### src/rtl/gray_fifo_ptr_ctrl_pkg.sv
// Shared constants and the binary-to-Gray helper for the FIFO pointer controller.
// Optional error flagging is controlled by GRAY_FIFO_PTR_ERR_EN (see top).
package memctrl_gray_pkg;

  localparam int AW_DEFAULT = 4;
  localparam int GRAY_MAX_W = 16;  // widest pointer: AW=15 -> 16 bits

  // Pointers narrower than GRAY_MAX_W are zero-extended by the caller.
  function automatic logic [GRAY_MAX_W-1:0] bin2gray(input logic [GRAY_MAX_W-1:0] b);
    return b ^ (b >> 1);
  endfunction

endpackage

### src/rtl/gray_fifo_ptr_ctrl_if.sv
// Request/grant and status bundle for the FIFO pointer controller.
// master = requester side, slave = controller side.
interface gray_fifo_ptr_ctrl_if
  import memctrl_gray_pkg::*;
#(
  parameter int AW = AW_DEFAULT
);
  logic          flush;
  logic          wr_req;
  logic          rd_req;
  logic          wr_grant;
  logic          rd_grant;
  logic [AW-1:0] wr_addr;
  logic [AW-1:0] rd_addr;
  logic [AW:0]   wr_gray;
  logic [AW:0]   rd_gray;
  logic          full;
  logic          empty;
  logic [AW:0]   level;
  logic          err;

  modport master (
    output flush, wr_req, rd_req,
    input  wr_grant, rd_grant, wr_addr, rd_addr, wr_gray, rd_gray,
           full, empty, level, err
  );

  modport slave (
    input  flush, wr_req, rd_req,
    output wr_grant, rd_grant, wr_addr, rd_addr, wr_gray, rd_gray,
           full, empty, level, err
  );
endinterface

### src/rtl/gray_fifo_ptr_ctrl_gray_ptr.sv
// AW+1-bit binary pointer with a Gray copy registered alongside it.
// rst and clr both zero the pointer; rst wins, clr wins over inc.
module gray_ptr
  import memctrl_gray_pkg::*;
#(
  parameter int AW = AW_DEFAULT
) (
  input  logic        clk,
  input  logic        rst,
  input  logic        clr,
  input  logic        inc,
  output logic [AW:0] bin,
  output logic [AW:0] gray
);

  logic [AW:0]           bin_q, bin_d;
  logic [AW:0]           gray_q, gray_d;
  logic [GRAY_MAX_W-1:0] gray_full;

  // Next pointer; wrap from all-ones to zero falls out of the adder.
  always_comb begin
    bin_d = bin_q;
    if (clr)      bin_d = '0;
    else if (inc) bin_d = bin_q + (AW+1)'(1);
    gray_full = bin2gray(GRAY_MAX_W'(bin_d));
    gray_d    = gray_full[AW:0];
  end

  // Pointer registers, synchronous reset.
  always_ff @(posedge clk) begin
    if (rst) begin
      bin_q  <= '0;
      gray_q <= '0;
    end else begin
      bin_q  <= bin_d;
      gray_q <= gray_d;
    end
  end

  assign bin  = bin_q;
  assign gray = gray_q;

endmodule

### src/rtl/gray_fifo_ptr_ctrl.sv
// Single-clock FIFO pointer controller with Gray-coded pointers.
// Grants, addresses, full/empty and level for a 2**AW-entry buffer.
// Define GRAY_FIFO_PTR_ERR_EN to build the sticky overflow/underflow flag;
// otherwise err is tied low.
module gray_fifo_ptr_ctrl
  import memctrl_gray_pkg::*;
#(
  parameter int AW = AW_DEFAULT
) (
  input  logic                     clk,
  input  logic                     rst,
  gray_fifo_ptr_ctrl_if.slave      bus
);

  logic [AW:0] wr_bin, rd_bin;
  logic [AW:0] wr_gray, rd_gray;
  logic        full, empty;
  logic        wr_grant, rd_grant;
  logic [AW:0] level_q, level_d;

  // Flags decode straight from the registered Gray pointers.
  assign empty = (wr_gray == rd_gray);
  assign full  = (wr_gray == {~rd_gray[AW:AW-1], rd_gray[AW-2:0]});

  // Full blocks writes, empty blocks reads, so a simultaneous pair at a
  // boundary only grants the side that can make progress.
  assign wr_grant = bus.wr_req & ~full  & ~bus.flush & ~rst;
  assign rd_grant = bus.rd_req & ~empty & ~bus.flush & ~rst;

  gray_ptr #(.AW(AW)) u_wr_ptr (
    .clk  (clk),
    .rst  (rst),
    .clr  (bus.flush),
    .inc  (wr_grant),
    .bin  (wr_bin),
    .gray (wr_gray)
  );

  gray_ptr #(.AW(AW)) u_rd_ptr (
    .clk  (clk),
    .rst  (rst),
    .clr  (bus.flush),
    .inc  (rd_grant),
    .bin  (rd_bin),
    .gray (rd_gray)
  );

  // Occupancy tracks wr_bin - rd_bin incrementally, in step with the pointers.
  always_comb begin
    level_d = level_q;
    if (bus.flush)                 level_d = '0;
    else if (wr_grant & ~rd_grant) level_d = level_q + (AW+1)'(1);
    else if (rd_grant & ~wr_grant) level_d = level_q - (AW+1)'(1);
  end

  // Level register.
  always_ff @(posedge clk) begin
    if (rst) level_q <= '0;
    else     level_q <= level_d;
  end

`ifdef GRAY_FIFO_PTR_ERR_EN
  logic err_q, err_d;

  // Sticky: a refused request at a boundary sets it; only flush/rst clear it.
  always_comb begin
    err_d = err_q;
    if (bus.flush)
      err_d = 1'b0;
    else if ((bus.wr_req & full) | (bus.rd_req & empty))
      err_d = 1'b1;
  end

  // Error flag register.
  always_ff @(posedge clk) begin
    if (rst) err_q <= 1'b0;
    else     err_q <= err_d;
  end

  assign bus.err = err_q;
`else
  assign bus.err = 1'b0;
`endif

  assign bus.wr_grant = wr_grant;
  assign bus.rd_grant = rd_grant;
  assign bus.wr_addr  = wr_bin[AW-1:0];
  assign bus.rd_addr  = rd_bin[AW-1:0];
  assign bus.wr_gray  = wr_gray;
  assign bus.rd_gray  = rd_gray;
  assign bus.full     = full;
  assign bus.empty    = empty;
  assign bus.level    = level_q;

endmodule

### src/flat_wrapper.sv
// flat-port wrapper written by rule: the top's interface ports become plain ports
module gray_fifo_ptr_ctrl_flat import memctrl_gray_pkg::*;
#(
  parameter int AW = AW_DEFAULT
)
  (clk, rst, bus_flush, bus_wr_req, bus_rd_req, bus_wr_grant, bus_rd_grant, bus_wr_addr, bus_rd_addr, bus_wr_gray, bus_rd_gray, bus_full, bus_empty, bus_level, bus_err);
  gray_fifo_ptr_ctrl_if #(.AW(AW)) bus_i ();
  input  logic clk;
  input  logic rst;
  input wire logic [$bits(bus_i.flush)-1:0] bus_flush;
  input wire logic [$bits(bus_i.wr_req)-1:0] bus_wr_req;
  input wire logic [$bits(bus_i.rd_req)-1:0] bus_rd_req;
  output wire logic [$bits(bus_i.wr_grant)-1:0] bus_wr_grant;
  output wire logic [$bits(bus_i.rd_grant)-1:0] bus_rd_grant;
  output wire logic [$bits(bus_i.wr_addr)-1:0] bus_wr_addr;
  output wire logic [$bits(bus_i.rd_addr)-1:0] bus_rd_addr;
  output wire logic [$bits(bus_i.wr_gray)-1:0] bus_wr_gray;
  output wire logic [$bits(bus_i.rd_gray)-1:0] bus_rd_gray;
  output wire logic [$bits(bus_i.full)-1:0] bus_full;
  output wire logic [$bits(bus_i.empty)-1:0] bus_empty;
  output wire logic [$bits(bus_i.level)-1:0] bus_level;
  output wire logic [$bits(bus_i.err)-1:0] bus_err;
  assign bus_i.flush = bus_flush;
  assign bus_i.wr_req = bus_wr_req;
  assign bus_i.rd_req = bus_rd_req;
  assign bus_wr_grant = bus_i.wr_grant;
  assign bus_rd_grant = bus_i.rd_grant;
  assign bus_wr_addr = bus_i.wr_addr;
  assign bus_rd_addr = bus_i.rd_addr;
  assign bus_wr_gray = bus_i.wr_gray;
  assign bus_rd_gray = bus_i.rd_gray;
  assign bus_full = bus_i.full;
  assign bus_empty = bus_i.empty;
  assign bus_level = bus_i.level;
  assign bus_err = bus_i.err;
  gray_fifo_ptr_ctrl #(.AW(AW)) u_core (.clk(clk), .rst(rst), .bus(bus_i));
endmodule
### config.mk
export PLATFORM = sky130hd
export DESIGN_NAME = gray_fifo_ptr_ctrl_flat
export DESIGN_NICKNAME = d
export VERILOG_FILES = /design/src/rtl/gray_fifo_ptr_ctrl_pkg.sv /design/src/rtl/gray_fifo_ptr_ctrl_if.sv /design/src/rtl/gray_fifo_ptr_ctrl_gray_ptr.sv /design/src/rtl/gray_fifo_ptr_ctrl.sv /design/src/flat_wrapper.sv
export SDC_FILE = /design/constraint.sdc
export NUM_CORES = 1
export LEC_CHECK = 0
export CELL_PAD_IN_SITES_DETAIL_PLACEMENT = 0
export CELL_PAD_IN_SITES_GLOBAL_PLACEMENT = 1
export CORE_MARGIN = 2
export CORE_UTILIZATION = 32
export DETAILED_ROUTE_END_ITERATION = 6
export PLACE_DENSITY = 0.75
export SYNTH_ARGS = -nofsm -noshare
export SYNTH_HDL_FRONTEND = slang
export SYNTH_SLANG_ARGS = --single-unit
export TNS_END_PERCENT = 20
### constraint.sdc
create_clock -name clk -period 2.7 [get_ports clk]
set_input_delay 0.405 -clock clk [delete_from_list [all_inputs] [get_ports clk]]
set_output_delay 0.405 -clock clk [all_outputs]
set_load 0.02 [all_outputs]
==> impl_metrics.tcl, run 1 <==
set metrics [dict create \
    synthFlopType "dfxtp_1" \
    clk-insertion-delay-late_ps 260 \
    slew_violations 0 \
    critPathLaunch "bus_flush" \
    die_area_um2 4380 \
    ios 33 \
    grt_max_degree 13 \
    syn_avg_cell_area_um2 9.46 \
    power.density_nw_per_um2 376 \
    required_ps 2900 \
    endpoint_kind "register" \
    r2r_setup_slack_ps 150 \
    min_period_ps 2550 \
    die_y_um 66.2 \
    portBuffers 31 \
    wl_per_cell_um 12.2 \
    cts_tree "done" \
    overflow 0 \
    cts_buffer_depth 2 \
    dieWidth_um 66.2 \
    fmax_mhz 391 \
    finalSetupViolCount 0 \
    power.total_mw 0.681 \
    std_cell_rows 22 \
    start_kind "primary input" \
    grt_pass1_vias 1048 \
    critPathMaxFanout 4 \
    vias 1055 \
    ir_drop_v 0.000217 \
    clock-sinks 23 \
    cts_buffers 3 \
    clkTransAtPathRegs_ps 80 \
    antenna_cells 0 \
    cap_viol_max_count 0 \
    worstPathCellList "clkdlybuf4s50_1, or2_4, or2_4, ha_2, inv_2, ha_1, a21o_1, a21oi_2, xnor2_1, or3_1, a21oi_1" \
    grt_pass1_wl_mm 4.70 \
    drtAntennaViolNets 0 \
    nFillCells 359 \
    worst_path_most_repeated_cell "or2_4" \
    hold_path.startpoint "u_core.bus.level[4]" \
    synth_area_um2 1240 \
    cts_root_buffer "clkbuf_8" \
    slowest_stage "clkdlybuf4s50_1" \
    yosysWarnings 0 \
    synth-seq-cells 23 \
    syn2layout_area_growth_pct 46.4 \
    drive_gt1_frac 0.272 \
    period_share 0.946 \
    htreeDepth 1 \
    hold_class "reg -> reg" \
    finClkSkew_ps 2.07 \
    finalSetupTns_ps 0 \
    synth-edff-count 0 \
    drc 0 \
    post-route-util 0.492 \
    vias_per_cell 4.63 \
    synthArstFlopShare 0 \
    nets 193 \
    hold_buffers 0 \
    start_util 0.336 \
    dpl-instance-area_um2 1730 \
    gp_congestion 0.783 \
    grt_antenna_before_repair 0 \
    layout_commonest_cell "clkdlybuf4s50_1" \
    worstPathArrival_ps 2750 \
    drtPass1Iterations 4 \
    ys_types 36 \
    timing.hold.ws_ps 501 \
    final_area_um2 1810 \
    status "complete, no violations" \
    r2r-start "u_core.u_wr_ptr.gray[1]" \
    syn_nets 143 \
    final_cell_mix "clkdlybuf4s50_1, nor2_1, buf_4" \
    synth_seq_area_share 0.372 \
    wl_mm 2.77 \
    cpPeakStageDelay_ps 430 \
    criticalPathCategory "in -> reg" \
    leakagePower_nw 0.729 \
    drt_iter0_drc 36 \
    post-dp-hpwl_mm 2.25 \
    synthCells 131 \
    coreArea_um2 3690 \
    hold_viol_final 0 \
    track_usage 0.137 \
]
## synth_stat cells (2+ instances only)
master / instances / area (µm²)
a21o_1: 2 / 15.0
o211ai_1: 4 / 30.0
or2_4: 2 / 17.5
xor2_2: 2 / 32.5
ha_1: 6 / 75.1
a21oi_1: 6 / 30.0
o21ai_0: 2 / 10.0
dfxtp_1: 23 / 460
nand3_1: 2 / 10.0
xor2_1: 11 / 96.3
inv_1: 5 / 18.8
mux2i_1: 3 / 30.0
o2111ai_2: 2 / 30.0
nand2_1: 2 / 7.51
nor2_1: 24 / 90.1
and3_1: 4 / 25.0
xnor2_1: 12 / 105
## final timing paths
kind                               to  cells after the start
setup / recovery  u_core.bus.level[4]                     11
hold / removal    u_core.bus.level[4]                      2
setup reg to reg  u_core.bus.level[4]                     12
hold reg to reg   u_core.bus.level[4]                      2
## metal layers
metal	GRT usage	vias to the layer above	wire length, µm
li1	-	535	-
met1	0.172	493	1280
met2	0.239	25	1390
met3	0.0307	2	97
met4	0.0281	0	12
met5	0	-	0
## state kept, by name, summed over array words and instances, names as in the netlist
name / cells
u_core.u_rd_ptr.bin: 5
u_core.bus.level: 5
u_core.u_wr_ptr.gray: 4
u_core.u_wr_ptr.bin: 5
u_core.u_rd_ptr.gray: 4
## metrics by stage
step | setup WS, ps | instances
finish | 145 | 228
global placement | -190 | 222
floorplan | 17.8 | 131
CTS | 7.71 | 226
global route | -0.396 | 228
detailed placement | -254 | 222
## area by class of cell
type,instances,area (µm²),share of cell area
timing repair buffer,50,453,0.250
inverter,6,27.5,0.0152
sequential,23,473,0.261
multi-input combinational,97,754,0.416
tap,48,60.1,0.0331
clock buffer,4,45.0,0.0248
## logic make-up after synthesis
kind of cell | synth area share
AND/OR/NAND/NOR | 0.137
adder cells (fa/ha/maj) | 0.0768
multiplexers | 0.0242
AO/OA/AOI/OAI | 0.151
XOR/XNOR | 0.189
buffers and inverters | 0.0475
other | 0.00303
flip-flops | 0.372
## power by group
part	switching [mW]	total [mW]	internal (mW)	leakage, nW
clock	0.110	0.216	0.105	0.0228
sequential	0.00585	0.350	0.344	0.191
combinational	0.0571	0.115	0.0582	0.515
## critical path: cells and delay by family
kind / cells / cell delay [ps]
AOI/OAI and AO/OA: 3 / 460
xor gates and xnor gates: 1 / 80
adders and majority gates: 2 / 450
buffers and inverters: 2 / 510
and+or+nand+nor: 3 / 850
## repair_timing
action,in CTS,in global routing
pin swaps,0,5
setup endpoints to repair,1,2
buffers inserted,0,2
resized for setup,1,4
Note: power is estimated with default switching activity, not from simulation.
==> inputs of run 2 (changes only) <==
--- a/config.mk
+++ b/config.mk
@@ -7,11 +7,10 @@
 export LEC_CHECK = 0
 export CELL_PAD_IN_SITES_DETAIL_PLACEMENT = 0
 export CELL_PAD_IN_SITES_GLOBAL_PLACEMENT = 1
-export CORE_MARGIN = 2
 export CORE_UTILIZATION = 32
+export CTS_BUF_LIST = sky130_fd_sc_hd__clkbuf_16
 export DETAILED_ROUTE_END_ITERATION = 6
 export PLACE_DENSITY = 0.75
 export SYNTH_ARGS = -nofsm -noshare
 export SYNTH_HDL_FRONTEND = slang
 export SYNTH_SLANG_ARGS = --single-unit
-export TNS_END_PERCENT = 20
==> impl_metrics.tcl, run 2 (synthesis results as in run 1) <==
set metrics [dict create \
    die_area_um2 4120 \
    cts_root_buffer "clkbuf_16" \
    wl_per_cell_um 12.3 \
    drc 0 \
    swShare 0.237 \
    portBuffers 31 \
    critPathMaxFanout 4 \
    max_slew_margin 0.659 \
    track_usage 0.154 \
    power.density_nw_per_um2 425 \
    overflow 0 \
    coreArea_um2 3690 \
    layout_commonest_cell "clkdlybuf4s50_1" \
    clkTransAtPathRegs_ps 60 \
    criticalPathCategory "in -> out" \
    hold_buffers 0 \
    cap_viol_max_count 0 \
    clk-insertion-delay-late_ps 260 \
    start_util 0.336 \
    rsz0062_at_grt "false" \
    clockPowerShare 0.407 \
    post-route-util 0.505 \
    status "complete, no violations" \
    worstPathArrival_ps 2140 \
    hold_class "reg -> reg" \
    drt_iter0_drc 10 \
    finalSetupTns_ps 0 \
    drtPass1Iterations 2 \
    nets 195 \
    clock-sinks 23 \
    cts_tree "done" \
    post-dp-hpwl_mm 2.18 \
    dpl_worst_slack_ps -247 \
    start_kind "primary input" \
    worst_slack_ps 155 \
    final_cell_mix "clkdlybuf4s50_1, nor2_1, buf_4" \
    std_cell_rows 22 \
    cts_buffers 3 \
    final_area_um2 1860 \
    dpl-instance-area_um2 1750 \
    finalSetupViolCount 0 \
    hold_viol_final 0 \
    required_ps 2300 \
    internal_power_mw 0.603 \
    timing.hold.ws_ps 482 \
    syn2layout_area_growth_pct 50.3 \
    nFillCells 365 \
    die_y_um 64.2 \
    drive_gt1_frac 0.280 \
    wl_mm 2.82 \
    ios 33 \
    htreeDepth 1 \
    finClkSkew_ps 1.53 \
    netSwitchingPower_mw 0.187 \
    grt_antenna_before_repair 0 \
    antenna_cells 0 \
    r2r-start "u_core.u_rd_ptr.gray[0]" \
    fmax_mhz 393 \
    hold_path.startpoint "u_core.bus.level[4]" \
    worstMarginPinSlew_ps 499 \
    leakagePower_nw 0.758 \
    pwr-share-seq 0.443 \
    ir_drop_v 0.000318 \
    grt_pass1_wl_mm 4.77 \
    gp_congestion 0.809 \
    drtAntennaViolNets 0 \
    slew_violations 0 \
    period_share 0.943 \
    vias 1067 \
    p_comb_frac 0.150 \
    critPathLaunch "bus_flush" \
    min_period_ps 2540 \
    grt_max_degree 13 \
    vias_per_cell 4.64 \
    endpoint_kind "output pin" \
    dieWidth_um 64.2 \
    cts_buffer_depth 2 \
    grt_pass1_vias 1118 \
]
-- run 2: cell count changes in the layout (fill, tap and decap cells not counted), sizes merged --
cell / previous run / this run
clkbuf: 4 / 3
buf: 19 / 21
inv: 5 / 6
-- run 2: through the flow --
step / total power [mW] / instances
final: 0.791 / 230
after global routing: 0.829 / 230
after CTS: 0.802 / 228
after detailed placement: 0.472 / 224
after global placement: 0.470 / 224
after floorplan: 0.422 / 131
-- run 2: critical path, cell delays in order --
cell and delay (ps):
clkdlybuf4s50_1 430, or2_4 290, or2_4 240, buf_4 140, clkinv_4 40, clkdlybuf4s50_1 590
-- run 2: final timing paths --
check	endpoint	slack (ps)	cells past startpoint
worst max register to register	u_core.bus.level[4]	170	12
worst max-delay path	bus_rd_grant	160	6
worst min-delay path	u_core.bus.level[4]	480	2
worst min register to register	u_core.bus.level[4]	480	2
-- run 2: per-layer routing --
metal	up-vias	share of wire	global-route usage
met4	0	0.012	0.0583
met1	500	0.45	0.170
met3	4	0.033	0.0429
met5	-	0	0
li1	544	-	-
met2	19	0.51	0.277
-- run 2: timing repair --
| action | CTS | global route |
|---|---|---|
| setup endpoints to repair | 1 | 2 |
| setup buffers | 0 | 2 |
| pin swaps | 0 | 3 |
| resized for setup | 1 | 4 |
-- run 2: cell type report --
class                           count  area (µm²)  area share
Inverter                            6        27.5      0.0148
Timing Repair Buffer               52         468       0.251
Tap cell                           48        60.1      0.0323
Clock buffer                        3        75.1      0.0403
Sequential cell                    23         473       0.254
Clock inverter                      1        3.75     0.00202
Multi-Input combinational cell     97         754       0.405
-- run 2: power groups by stage --
stage / registers (mW) / logic (mW) / clock network [mW]
4_1_cts: 0.351 / 0.115 / 0.337
6_report: 0.351 / 0.119 / 0.321
3_5_place_dp: 0.358 / 0.113 / 0
2_1_floorplan: 0.364 / 0.0586 / 0
3_3_place_gp: 0.358 / 0.112 / 0
5_1_grt: 0.351 / 0.129 / 0.349
